### src/rtl/instruction_fetch_unit_pkg.sv
// Shared fetch-stage types and constants: state encoding, PC step, buffer entry layout.
// Latency: n/a (declarations only).
// Backpressure: n/a.
package instruction_fetch_unit_pkg;

  localparam int XLEN = 32;

  localparam logic [XLEN-1:0] RESET_PC_DEFAULT = 32'h0000_0000;
  localparam logic [XLEN-1:0] PC_INCR          = 32'd4;

  typedef enum logic [1:0] {
    F_IDLE  = 2'd0,
    F_WAIT  = 2'd1,
    F_DRAIN = 2'd2
  } fetch_state_t;

  typedef struct packed {
    logic [XLEN-1:0] instr;
    logic [XLEN-1:0] pc;
  } fetch_entry_t;

  // Instructions are word aligned; the low two target bits carry no meaning.
  function automatic logic [XLEN-1:0] align_pc(input logic [XLEN-1:0] addr);
    return {addr[XLEN-1:2], 2'b00};
  endfunction

endpackage

### src/rtl/instruction_fetch_unit_fetch_buffer.sv
// Small synchronous FIFO holding fetched {instr, pc} entries toward decode.
// Latency: a push is visible at the head the cycle after it is written.
// Backpressure: pushes while full are dropped (caller guarantees this never happens); flush wins over push/pop.
module fetch_buffer #(
  parameter int DEPTH = 2,
  parameter int WIDTH = 64,
  localparam int PTR_W = $clog2(DEPTH),
  localparam int CNT_W = PTR_W + 1
) (
  input  logic             i_Clock,
  input  logic             i_Reset,
  input  logic             push,
  input  logic [WIDTH-1:0] push_dat,
  input  logic             pop,
  input  logic             flush,
  output logic             full,
  output logic             empty,
  output logic [CNT_W-1:0] count,
  output logic [WIDTH-1:0] head_dat
);

  logic [WIDTH-1:0] mem [DEPTH];
  logic [PTR_W-1:0] rd_ptr;
  logic [PTR_W-1:0] wr_ptr;
  logic             do_push;
  logic             do_pop;

  assign full     = (count == CNT_W'(DEPTH));
  assign empty    = (count == '0);
  assign do_push  = push && !full;
  assign do_pop   = pop && !empty;
  assign head_dat = empty ? '0 : mem[rd_ptr];

  // Pointer and occupancy bookkeeping; flush empties the buffer outright.
  always_ff @(posedge i_Clock or posedge i_Reset) begin
    if (i_Reset) begin
      rd_ptr <= '0;
      wr_ptr <= '0;
      count  <= '0;
    end else if (flush) begin
      rd_ptr <= '0;
      wr_ptr <= '0;
      count  <= '0;
    end else begin
      if (do_push) wr_ptr <= wr_ptr + PTR_W'(1);
      if (do_pop)  rd_ptr <= rd_ptr + PTR_W'(1);
      count <= count + CNT_W'(do_push) - CNT_W'(do_pop);
    end
  end

  // Entry storage; contents need no reset because empty masks the head.
  always_ff @(posedge i_Clock) begin
    if (do_push && !flush) mem[wr_ptr] <= push_dat;
  end

endmodule

### src/rtl/instruction_fetch_unit.sv
// Fetch stage: owns the PC, issues one instruction-memory read at a time, buffers results for decode.
// Latency: issue N, memory valid N+1 (ROM), entry at decode N+2; one instruction per 2 cycles sustained.
// Backpressure: issue only with a free buffer slot; memory request held stable until valid; redirects drain in-flight reads.
module instruction_fetch_unit
  import instruction_fetch_unit_pkg::*;
#(
  parameter logic [XLEN-1:0] RESET_PC   = RESET_PC_DEFAULT,
  parameter int              FIFO_DEPTH = 2
) (
  input  logic            i_Clock,
  input  logic            i_Reset,
  input  logic            i_Halt,
  input  logic            i_Redirect_Valid,
  input  logic [XLEN-1:0] i_Redirect_Target,
  output logic            o_Mem_Enable,
  output logic [XLEN-1:0] o_Mem_Addr,
  input  logic [XLEN-1:0] i_Mem_Instruction,
  input  logic            i_Mem_Instruction_Valid,
  output logic            o_Instr_Valid,
  output logic [XLEN-1:0] o_Instr,
  output logic [XLEN-1:0] o_Instr_PC,
  input  logic            i_Decode_Ready
);

  localparam int CNT_W = $clog2(FIFO_DEPTH) + 1;

  fetch_state_t    state;
  fetch_state_t    state_nxt;
  logic [XLEN-1:0] r_pc;
  logic [XLEN-1:0] r_pending;

  logic            can_issue;
  logic            push;
  logic            pop;
  logic            flush;
  logic            pc_we;
  logic [XLEN-1:0] pc_d;
  logic            pend_we;
  logic [XLEN-1:0] pend_d;
  logic [XLEN-1:0] redirect_pc;

  logic             buf_full;
  logic             buf_empty;
  logic [CNT_W-1:0] buf_count;
  fetch_entry_t     push_entry;
  fetch_entry_t     head_entry;

  assign redirect_pc = align_pc(i_Redirect_Target);

  // Registered count only: a same-cycle pop never frees the slot for this issue,
  // which reserves room for the in-flight response.
  assign can_issue = !i_Reset && (state == F_IDLE) && !i_Halt && !i_Redirect_Valid
                     && (buf_count < CNT_W'(FIFO_DEPTH));

  // Enable stays up through the valid cycle so the memory leaves its response state.
  assign o_Mem_Enable = can_issue || (state == F_WAIT) || (state == F_DRAIN);
  assign o_Mem_Addr   = r_pc;

  assign pop           = o_Instr_Valid && i_Decode_Ready;
  assign o_Instr_Valid = !buf_empty;
  assign o_Instr       = head_entry.instr;
  assign o_Instr_PC    = head_entry.pc;
  assign push_entry    = '{instr: i_Mem_Instruction, pc: r_pc};

  // State register.
  always_ff @(posedge i_Clock or posedge i_Reset) begin
    if (i_Reset) state <= F_IDLE;
    else         state <= state_nxt;
  end

  // Next-state: one read outstanding at a time; a redirect mid-read waits for its response in F_DRAIN.
  always_comb begin
    state_nxt = state;
    unique case (state)
      F_IDLE:  if (can_issue) state_nxt = F_WAIT;
      F_WAIT: begin
        if (i_Mem_Instruction_Valid) state_nxt = F_IDLE;
        else if (i_Redirect_Valid)   state_nxt = F_DRAIN;
      end
      F_DRAIN: if (i_Mem_Instruction_Valid) state_nxt = F_IDLE;
      default: state_nxt = F_IDLE;
    endcase
  end

  // Outputs: buffer push/flush and PC / pending-target updates per state.
  always_comb begin
    push    = 1'b0;
    flush   = 1'b0;
    pc_we   = 1'b0;
    pc_d    = r_pc;
    pend_we = 1'b0;
    pend_d  = r_pending;
    unique case (state)
      F_IDLE: begin
        if (i_Redirect_Valid) begin
          flush = 1'b1;
          pc_we = 1'b1;
          pc_d  = redirect_pc;
        end
      end
      F_WAIT: begin
        if (i_Mem_Instruction_Valid && !i_Redirect_Valid) begin
          push  = 1'b1;
          pc_we = 1'b1;
          pc_d  = r_pc + PC_INCR;
        end else if (i_Redirect_Valid && !i_Mem_Instruction_Valid) begin
          flush   = 1'b1;
          pend_we = 1'b1;
          pend_d  = redirect_pc;
        end else if (i_Redirect_Valid && i_Mem_Instruction_Valid) begin
          // Response belongs to the old path: drop it and jump straight away.
          flush = 1'b1;
          pc_we = 1'b1;
          pc_d  = redirect_pc;
        end
      end
      F_DRAIN: begin
        if (i_Redirect_Valid) begin
          flush   = 1'b1;
          pend_we = 1'b1;
          pend_d  = redirect_pc;
        end
        if (i_Mem_Instruction_Valid) begin
          // Newest redirect wins, even when it lands on the response cycle.
          pc_we = 1'b1;
          pc_d  = i_Redirect_Valid ? redirect_pc : r_pending;
        end
      end
      default: ;
    endcase
  end

  // PC and pending-redirect registers.
  always_ff @(posedge i_Clock or posedge i_Reset) begin
    if (i_Reset) begin
      r_pc      <= RESET_PC;
      r_pending <= RESET_PC;
    end else begin
      if (pc_we)   r_pc      <= pc_d;
      if (pend_we) r_pending <= pend_d;
    end
  end

  fetch_buffer #(
    .DEPTH (FIFO_DEPTH),
    .WIDTH ($bits(fetch_entry_t))
  ) u_fetch_buffer (
    .i_Clock  (i_Clock),
    .i_Reset  (i_Reset),
    .push     (push),
    .push_dat (push_entry),
    .pop      (pop),
    .flush    (flush),
    .full     (buf_full),
    .empty    (buf_empty),
    .count    (buf_count),
    .head_dat (head_entry)
  );

  // The issue-time slot reservation makes a push into a full buffer impossible.
  a_no_overflow: assert property (@(posedge i_Clock) disable iff (i_Reset)
                                  !(push && buf_full && !flush));

endmodule

### config.mk
export PLATFORM = sky130hd
export DESIGN_NAME = instruction_fetch_unit
export DESIGN_NICKNAME = d
export VERILOG_FILES = /design/src/rtl/instruction_fetch_unit_pkg.sv /design/src/rtl/instruction_fetch_unit_fetch_buffer.sv /design/src/rtl/instruction_fetch_unit.sv
export SDC_FILE = /design/constraint.sdc
export NUM_CORES = 1
export LEC_CHECK = 0
export ABC_AREA = 0
export BUFFER_PORTS_ARGS = -buffer_cell sky130_fd_sc_hd__buf_4
export CORE_MARGIN = 5
export CORE_UTILIZATION = 56
export CTS_CLUSTER_SIZE = 30
export DETAILED_ROUTE_END_ITERATION = 6
export GPL_ROUTABILITY_DRIVEN = 1
export PLACE_DENSITY = 0.81
export SLEW_MARGIN = 5
export SYNTH_ARGS = -nofsm -noshare
export SYNTH_HDL_FRONTEND = slang
export SYNTH_HIERARCHICAL = 1
export SYNTH_SLANG_ARGS = --single-unit
export TNS_END_PERCENT = 100
### constraint.sdc
create_clock -name i_Clock -period 7.75 [get_ports i_Clock]
set_input_delay 1.55 -clock i_Clock [delete_from_list [all_inputs] [get_ports i_Clock]]
set_output_delay 1.55 -clock i_Clock [all_outputs]
set_load 0.01 [all_outputs]
==> results.py <==
metrics = {
    "setup_path": {
        "critical_path.cell_chain": "buf_4 -> nor4_1 -> nand2_1 -> nand3_1 -> buf_4",
        "crit_end": "o_Mem_Enable",
        "ff2ff_path_depth": 8,
        "reg2reg_slack_ns": 4.28,
        "criticalPathCategory": "input port to primary output",
        "reg2reg_from": "state[1]$_DFFE_PP0P_",
        "critPathSlowestCell": "nor4_1",
        "critPathMaxStageDelay_ns": 0.46,
        "required_ns": 6.20,
        "cp-start-kind": "input port",
        "timing.rr.end": "u_fetch_buffer/mem[0][29]$_DFFE_PP_",
        "critPathMostFrequentCell": "buf_4",
        "cp-startpoint": "i_Redirect_Valid",
        "end_kind": "primary output",
        "arrival_ns": 2.59,
        "cp_max_fo": 28,
    },
    "floorplan": {
        "chipWidth_um": 138,
        "rows": 47,
        "coreArea_sq_mm": 0.0163,
        "dieArea_sq_mm": 0.0191,
        "die_h_um": 138,
        "start_util": 0.564,
        "top_level_ports": 168,
    },
    "timing": {
        "finalHoldViolations": 0,
        "max_slew.worst_pin.slew_ns": 1.03,
        "skew_ns": 0.00675,
        "rsz0062_at_grt": "false",
        "period_needed_ns": 4.14,
        "timing.final.crit_share": 0.534,
        "setup_viol": 0,
        "drv_slew": 0,
        "max_slew_margin": 0.306,
        "max_freq_mhz": 242,
        "setup_tns_ns": 0,
    },
    "logic_synthesis": {
        "synthCells": 740,
        "async_reset_ff_frac": 0.354,
        "synth_flop_cell": "edfxtp_1",
        "syn_nets": 818,
        "synth_seq_cells": 198,
        "ys_types": 68,
        "seq_area_frac_synth": 0.607,
        "synth.top_cells.by_area": "edfxtp_1 (42%), dfrtp_1 (19%), mux2i_1 (8.0%)",
        "yosys_warnings": 6,
        "synth_edf_count": 128,
        "yosysTopAreaCellShare": 0.417,
        "synth_top_area_cell": "edfxtp_1",
        "avgSynthCellArea_sq_um": 12.5,
        "synth_area_sq_mm": 0.00922,
    },
    "layout": {
        "syn_to_final_growth_pct": 20.7,
        "antennaDiodeCount": 0,
        "nFillCells": 1209,
        "drive_above_1_share": 0.287,
        "nNetsFinal": 968,
        "fin_cells": 1123,
    },
    "global_routing": {
        "grt_usage": 0.222,
        "grt_overflow": 0,
        "grt_pass1_vias": 6581,
        "grt_start_max_net_pins": 67,
        "grt_pass1_wl_um": 34300,
        "antenna_found_initial": 0,
    },
    "drt": {
        "vias": 6593,
        "dr.pass1.iters": 7,
        "viasPerCell": 5.87,
        "wl_um": 21400,
        "postRouteAntennaNets": 0,
        "routedWlPerCell_um": 19.0,
        "drc": 0,
        "first_iter_violations": 429,
    },
    "placement": {
        "io_buffers": 165,
        "dp_hpwl_um": 13700,
        "numPlacedInstances": 1091,
        "gp_congestion": 0.827,
    },
    "clock_tree": {
        "cts_root_buf": "clkbuf_16",
        "cts.sinks": 198,
        "post-cts-setup-buffer-count": 0,
        "cts_made_buffers": 17,
        "clk_latency_ns": 0.42,
        "path_clk_slew_ns": 0.07,
        "ctsHtreeMaxLevel": 4,
        "cts-resized-gates": 0,
        "cts_tree": "done",
        "cts_hold_buf": 0,
        "clockBufferDepth": 2,
    },
    "min_path": {
        "worstHoldPathType": "register to register",
    },
    "pwr": {
        "ir_worst_vdd_v": 0.000340,
        "p_leak_nw": 4.31,
        "power_density_mw_per_mm2": 364,
    },
    "run_status": {
        "status": "finished clean",
    },
    "flow_run": {
        "cap_violations": 0,
    },
}
[report_power, final]
| group | internal (W) | switching, W |
|---|---|---|
| clock | 0.000417 | 0.000392 |
| combinational | 0.000698 | 0.000872 |
| sequential | 0.00141 | 0.000263 |
| total | 0.00252 | 0.00153 |
[cells in the mapped netlist, types with 3 or more instances]
library cell,instances
and3_1,6
a22oi_1,7
and4_1,4
and2_1,4
clkbuf_1,22
xor2_1,7
buf_8,5
nand4_1,9
ha_1,8
a31oi_1,8
o21ai_0,45
mux2_2,30
a221oi_1,8
edfxtp_1,128
nor2b_1,8
a31o_2,4
nor3_1,12
xnor2_1,3
a32oi_1,4
a21oi_1,12
inv_1,20
mux2i_1,74
o22ai_1,6
nor2_1,95
buf_4,6
nor4_1,3
o31ai_1,4
nand2_1,39
o211ai_1,4
buf_2,6
dfrtp_1,70
buf_1,5
a211oi_1,3
or4_1,5
nand3_1,16
a22o_1,5
o22a_1,3
[worst max-delay path: cells and delay by family]
kind	cells	cell delay, ns
AND/OR/NAND/NOR	3	0.66
buffers and inverters	2	0.37
[worst min-delay path by stage]
stage,start,end,slack [ns],depth (start not counted)
after global routing,r_pending[25]$_DFFE_PP0P_,r_pending[25]$_DFFE_PP0P_,0.51,1
after detailed placement,r_pending[25]$_DFFE_PP0P_,r_pending[25]$_DFFE_PP0P_,0.48,1
final,r_pending[25]$_DFFE_PP0P_,r_pending[25]$_DFFE_PP0P_,0.49,1
after global placement,r_pending[24]$_DFFE_PP0P_,r_pending[24]$_DFFE_PP0P_,0.47,1
after floorplan,r_pending[25]$_DFFE_PP0P_,r_pending[25]$_DFFE_PP0P_,0.46,1
after CTS,r_pending[25]$_DFFE_PP0P_,r_pending[25]$_DFFE_PP0P_,0.49,1
[sequential cells by signal (all words and copies together) (netlist names)]
register               flops
o_Mem_Addr                32
r_pending                 32
state                      2
u_fetch_buffer/count       2
u_fetch_buffer/mem       128
u_fetch_buffer/rd_ptr      1
u_fetch_buffer/wr_ptr      1
[cells by family after synthesis]
group / after synthesis / synth area share
compound gates: 135 / 0.0987
xor+xnor: 10 / 0.00950
mux: 107 / 0.121
fa+ha+maj: 8 / 0.0109
buf+inv: 66 / 0.0379
simple gates: 216 / 0.115
flops: 198 / 0.607
[cell usage in the layout, fill, tap and decap left out, drive strengths merged, types with 8 or more instances in the layout]
master,count
buf,177
edfxtp,128
nor2,95
mux2i,74
dfrtp,70
o21ai,47
nand2,39
mux2,33
inv,25
clkbuf,17
nand3,17
a21oi,12
nor3,12
nand4,10
nor2b,9
a221oi,8
a31oi,8
ha,8
[cell type report]
type                    instances  area (sq um)  share of cell area
clock inverters                15           119              0.0107
multi-input cells             476          3310               0.297
inverters                      20          76.3             0.00686
flip-flops and latches        198          5600               0.503
repair buffers                177          1330               0.119
well taps                     220           275              0.0247
clock buffers                  17           425              0.0382
[layer usage]
layer  track usage  vias to the layer above  share of wire
met4        0.0837                        0          0.023
met2         0.367                      297           0.49
met5             0                        -              0
met3        0.0404                       44          0.066
met1         0.297                     3194           0.42
li1              -                     3058              -
[per-stage QoR]
stage / worst slack, ns / hold slack (ns) / total power, W / utilization / instance area (sq um)
floorplan: 0.130 / 0.457 / 0.00268 / - / 9220
global placement: 3.47 / 0.467 / 0.00321 / 0.647 / 10600
detailed placement: 3.43 / 0.475 / 0.00325 / 0.647 / 10600
CTS: 3.63 / 0.490 / 0.00406 / 0.681 / 11100
global route: 3.50 / 0.507 / 0.00429 / 0.681 / 11100
finish: 3.61 / 0.491 / 0.00405 / 0.681 / 11100
No activity file was read; power rests on OpenSTA's default activity.
